==> src/rtl/cart_mapper.sv <==
// Cartridge mapper: CPU-programmable PRG/CHR banking for NROM, UxROM, CNROM and MMC1.
// Address outputs are combinational from the buses and the bank registers.
module cart_mapper #(
    parameter int unsigned PRG_AW = 17,
    parameter int unsigned CHR_AW = 16
) (
    input  logic              clock,
    input  logic              reset_n,
    input  logic              ce,
    input  logic [1:0]        mapper_id,
    input  logic              prg_size,
    input  logic              mirror_v,
    input  logic [15:0]       prga,
    input  logic [7:0]        prgd,
    input  logic              prgw,
    input  logic [13:0]       chra,
    output logic [PRG_AW-1:0] prg_address,
    output logic [CHR_AW-1:0] chr_address,
    output logic              prg_ram_sel,
    output logic              vram_a10
);

    typedef enum logic [1:0] {
        MapNrom  = 2'd0,
        MapUxrom = 2'd1,
        MapCnrom = 2'd2,
        MapMmc1  = 2'd3
    } map_e;

    map_e       map;
    logic       wr_acc;
    logic       mmc_wr;
    logic [4:0] shift_in;
    logic       unused_chra;

    logic [7:0] prg_bank_q, prg_bank_d;
    logic [7:0] chr_bank_q, chr_bank_d;
    logic [4:0] shift_q, shift_d;
    logic [4:0] control_q, control_d;
    logic [4:0] chr0_q, chr0_d;
    logic [4:0] chr1_q, chr1_d;
    logic [4:0] prg_q, prg_d;
    logic       last_wr_q, last_wr_d;

    assign map         = map_e'(mapper_id);
    assign unused_chra = chra[13];
    assign wr_acc      = ce & prgw & prga[15];
    // MMC1 ignores a write that directly follows another CPU write cycle.
    assign mmc_wr      = wr_acc & (map == MapMmc1) & ~last_wr_q;
    assign shift_in    = {prgd[0], shift_q[4:1]};

    always_comb begin
        prg_bank_d = prg_bank_q;
        chr_bank_d = chr_bank_q;
        shift_d    = shift_q;
        control_d  = control_q;
        chr0_d     = chr0_q;
        chr1_d     = chr1_q;
        prg_d      = prg_q;
        last_wr_d  = last_wr_q;

        if (ce) begin
            last_wr_d = prgw;
        end
        if (wr_acc && map == MapUxrom) begin
            prg_bank_d = prgd;
        end
        if (wr_acc && map == MapCnrom) begin
            chr_bank_d = prgd;
        end

        if (mmc_wr) begin
            if (prgd[7]) begin
                shift_d   = 5'b10000;
                control_d = control_q | 5'h0C;
            end else if (!shift_q[0]) begin
                shift_d = shift_in;
            end else begin
                // Marker bit reached bit 0: this is the fifth bit of the value.
                shift_d = 5'b10000;
                unique case (prga[14:13])
                    2'd0:    control_d = shift_in;
                    2'd1:    chr0_d    = shift_in;
                    2'd2:    chr1_d    = shift_in;
                    default: prg_d     = shift_in;
                endcase
            end
        end
    end

    always_ff @(posedge clock or negedge reset_n) begin
        if (!reset_n) begin
            prg_bank_q <= 8'd0;
            chr_bank_q <= 8'd0;
            shift_q    <= 5'b10000;
            control_q  <= 5'h0C;
            chr0_q     <= 5'd0;
            chr1_q     <= 5'd0;
            prg_q      <= 5'd0;
            last_wr_q  <= 1'b0;
        end else begin
            prg_bank_q <= prg_bank_d;
            chr_bank_q <= chr_bank_d;
            shift_q    <= shift_d;
            control_q  <= control_d;
            chr0_q     <= chr0_d;
            chr1_q     <= chr1_d;
            prg_q      <= prg_d;
            last_wr_q  <= last_wr_d;
        end
    end

    // Bank numbers are built wide and truncated, so banks wrap modulo the ROM size.
    always_comb begin
        prg_address = PRG_AW'({18'd0, prga[13:0]});
        chr_address = CHR_AW'({19'd0, chra[12:0]});
        vram_a10    = mirror_v ? chra[10] : chra[11];

        unique case (map)
            MapNrom: begin
                prg_address = prg_size ? PRG_AW'({17'd0, prga[14:0]})
                                       : PRG_AW'({18'd0, prga[13:0]});
            end
            MapUxrom: begin
                prg_address = prga[14] ? PRG_AW'({18'h3FFFF, prga[13:0]})
                                       : PRG_AW'({18'(prg_bank_q), prga[13:0]});
            end
            MapCnrom: begin
                prg_address = PRG_AW'({17'd0, prga[14:0]});
                chr_address = CHR_AW'({19'(chr_bank_q), chra[12:0]});
            end
            default: begin
                unique case (control_q[3:2])
                    2'b10: begin
                        prg_address = PRG_AW'({18'(prga[14] ? prg_q[3:0] : 4'd0), prga[13:0]});
                    end
                    2'b11: begin
                        prg_address = prga[14] ? PRG_AW'({18'h3FFFF, prga[13:0]})
                                               : PRG_AW'({18'(prg_q[3:0]), prga[13:0]});
                    end
                    default: begin
                        prg_address = PRG_AW'({17'(prg_q[3:1]), prga[14:0]});
                    end
                endcase

                chr_address = control_q[4]
                    ? CHR_AW'({20'(chra[12] ? chr1_q : chr0_q), chra[11:0]})
                    : CHR_AW'({19'(chr0_q[4:1]), chra[12:0]});

                unique case (control_q[1:0])
                    2'd0:    vram_a10 = 1'b0;
                    2'd1:    vram_a10 = 1'b1;
                    2'd2:    vram_a10 = chra[10];
                    default: vram_a10 = chra[11];
                endcase
            end
        endcase
    end

    assign prg_ram_sel = (prga[15:13] == 3'b011) & ((map != MapMmc1) | ~prg_q[4]);

endmodule

==> config.mk <==
export PLATFORM = sky130hd
export DESIGN_NAME = cart_mapper
export DESIGN_NICKNAME = d
export VERILOG_FILES = /design/src/rtl/cart_mapper.sv
export SDC_FILE = /design/constraint.sdc
export NUM_CORES = 1
export LEC_CHECK = 0
export ABC_AREA = 1
export BUFFER_PORTS_ARGS = -buffer_cell sky130_fd_sc_hd__buf_2
export CAP_MARGIN = 20
export CORE_MARGIN = 2
export CORE_UTILIZATION = 48
export CTS_BUF_LIST = sky130_fd_sc_hd__clkbuf_4
export DETAILED_ROUTE_END_ITERATION = 10
export PLACE_DENSITY = 0.82
export SYNTH_ARGS = -nofsm -noshare
export SYNTH_HDL_FRONTEND = slang
export SYNTH_SLANG_ARGS = --single-unit
==> constraint.sdc <==
create_clock -name clock -period 1.45 [get_ports clock]
set_input_delay 0.29 -clock clock [delete_from_list [all_inputs] [get_ports clock]]
set_output_delay 0.29 -clock clock [all_outputs]
set_load 0.005 [all_outputs]
==> results.json <==
{
  "path_clk_slew_ps": 100,
  "max_freq_ghz": 0.600,
  "slew_headroom_pct": 56.7,
  "avgSynthCellArea_um2": 7.65,
  "final_cell_mix": "64 x nand2_1, 29 x buf_2, 26 x dfrtp_1",
  "hold_viol": 0,
  "ys_types": 23,
  "die_h_um": 64.4,
  "maxSlewViolCount": 0,
  "grt_pass1_vias": 1392,
  "grt_use_total_pct": 19.5,
  "required_ps": 1160,
  "routed_wl_um": 3850,
  "async_flop_share_pct": 100,
  "r2r_slack_ps": 130,
  "p_leak_nw": 1.02,
  "cts_tree": "yes",
  "core-area_um2": 3420,
  "rsz0062_at_grt": "true",
  "syn_nets": 275,
  "period_share_pct": 115,
  "dieArea_um2": 4150,
  "io_pins": 81,
  "ys.warnings.count": 0,
  "port_buffers": 29,
  "stdcell_count": 293,
  "drt-wirelength-per-cell_um": 13.1,
  "setup_slack_ps": -216,
  "ys_seq_area_share_pct": 41.6,
  "synth_edf_count": 0,
  "status": "complete, but fails checks",
  "power.density_nw_per_um2": 896,
  "hp-class": "in2reg",
  "drt_iter0_drc": 72,
  "antenna_cells": 0,
  "clock_latency_ps": 330,
  "mostFrequentLayoutCell": "nand2_1",
  "antenna_found_initial": 0,
  "ir_worst_vdd_mv": 0.402,
  "drtAntennaViolNets": 0,
  "final_core_util_pct": 57.9,
  "fp-row-count": 21,
  "htree_num_levels": 2,
  "finalSetupViolCount": 7,
  "crit_fanout": 3,
  "drtPass1Iterations": 5,
  "cp-end-kind": "primary output",
  "syn_area_um2": 1750,
  "drive_above_1_share_pct": 29.1,
  "root_buffer": "clkbuf_4",
  "synth_flop_cell": "dfrtp_1",
  "path_class": "reg2out",
  "die_x_um": 64.4,
  "fin_hold_ws_ps": 176,
  "syn_inst": 229,
  "vias_per_cell": 5.29,
  "drc": 0,
  "drv_cap": 0,
  "grt_pass1_wl_um": 6040,
  "total_power_mw": 1.77,
  "cts.sinks": 29,
  "violations": "setup timing",
  "synth-seq-cells": 29,
  "grt_overflow": 0,
  "gp_congestion": 0.807,
  "fin_crit_ps": 1670,
  "layout.nets": 292,
  "numCtsBuffers": 5,
  "initial_core_util_pct": 51.3,
  "hpwlAfterDp_um": 2760,
  "critPathLaunchType": "register",
  "dr_total_vias": 1550,
  "worstMarginPinSlew_ps": 649,
  "area_growth_pct": 12.9,
  "grt_max_degree": 30,
  "arrival_ps": 1380,
  "dpl.cell_count": 281,
  "clockBufferDepth": 2,
  "finalClockSkew_ps": 11.0
}
[Yosys cell counts, drive strengths merged, types with 2 or more instances]
cell | instances | share of area (%)
dfstp | 3 | 4.5
o21ai | 23 | 6.6
dfrtp | 26 | 37
nand4 | 15 | 5.4
nor2 | 17 | 4.2
buf | 33 | 14
o22ai | 3 | 1.1
nand2 | 66 | 14
a21oi | 3 | 0.86
nand3 | 17 | 6.4
nor3 | 2 | 0.57
inv | 16 | 3.4
[cells by family (layout without fill, tap and decap cells)]
| logic type | after synthesis | count (layout) | share of synthesized area [%] |
|---|---|---|---|
| compound gates | 32 | 32 | 9.71 |
| buf+inv | 50 | 68 | 17.5 |
| flops | 29 | 29 | 41.6 |
| simple gates | 118 | 118 | 31.1 |
[stage by stage]
stage | instance area (µm²) | setup TNS (ps) | setup WS (ps)
4_1_cts | 1910 | -881 | -236
6_report | 1980 | -845 | -216
3_5_place_dp | 1820 | 0 | 30.2
5_1_grt | 1980 | -1340 | -272
3_3_place_gp | 1820 | 0 | 72.7
2_1_floorplan | 1750 | 0 | 252
[final timing paths]
path / from / end / depth (start not counted)
worst min register to register: prg_q[2]$_DFFE_PN0P_ / prg_q[2]$_DFFE_PN0P_ / 2
worst max-delay path: control_q[3]$_DFFE_PN1P_ / prg_address[14] / 5
max in group asynchronous: reset_n / prg_q[0]$_DFFE_PN0P_ / 2
min in group asynchronous: reset_n / chr1_q[3]$_DFFE_PN0P_ / 2
worst min-delay path: prgd[2] / chr_bank_q[2]$_DFFE_PN0P_ / 3
worst max register to register: last_wr_q$_DFFE_PN0P_ / control_q[1]$_DFFE_PN0P_ / 7
[repair_timing]
action	CTS	global route
resized for setup	10	17
pin swaps	5	7
buffers inserted	0	3
hold buffers	1	0
setup endpoints to repair	7	11
endpoints found under the hold margin	26	0
[registers in the layout, summed over array words and instances (netlist names)]
| signal | cells |
|---|---|
| control_q | 5 |
| shift_q | 5 |
| chr0_q | 4 |
| chr1_q | 4 |
| prg_q | 4 |
| chr_bank_q | 3 |
| prg_bank_q | 3 |
| last_wr_q | 1 |
[layer usage]
metal | track usage [%] | routed length [µm] | vias up
li1 | - | - | 772
met1 | 23.9 | 1820 | 729
met2 | 31.3 | 1760 | 45
met3 | 4.86 | 242 | 4
met4 | 11.2 | 33 | 0
met5 | 0 | 0 | -
[worst max-delay path: stages (launching register included)]
cell and delay (ps):
dfstp_2 560, inv_2 50, o21ai_1 110, nand2_1 60, o21a_1 160, buf_2 120
[power breakdown]
part           internal [mW]  leakage, nW  switching [mW]
registers              0.893        0.380          0.0580
logic                  0.126        0.603           0.193
clock network          0.223       0.0338           0.279
total                   1.24         1.02           0.530
[cell type report]
cell class              count  area [µm²]
inverters                  17        66.3
well taps                  46        57.6
fillers                   316        1440
multi-input cells         150         774
clock inverters             1        3.75
repair buffers             43         294
clock buffers               7        52.6
flip-flops and latches     29         729
Power figures use the tool's default switching activity.
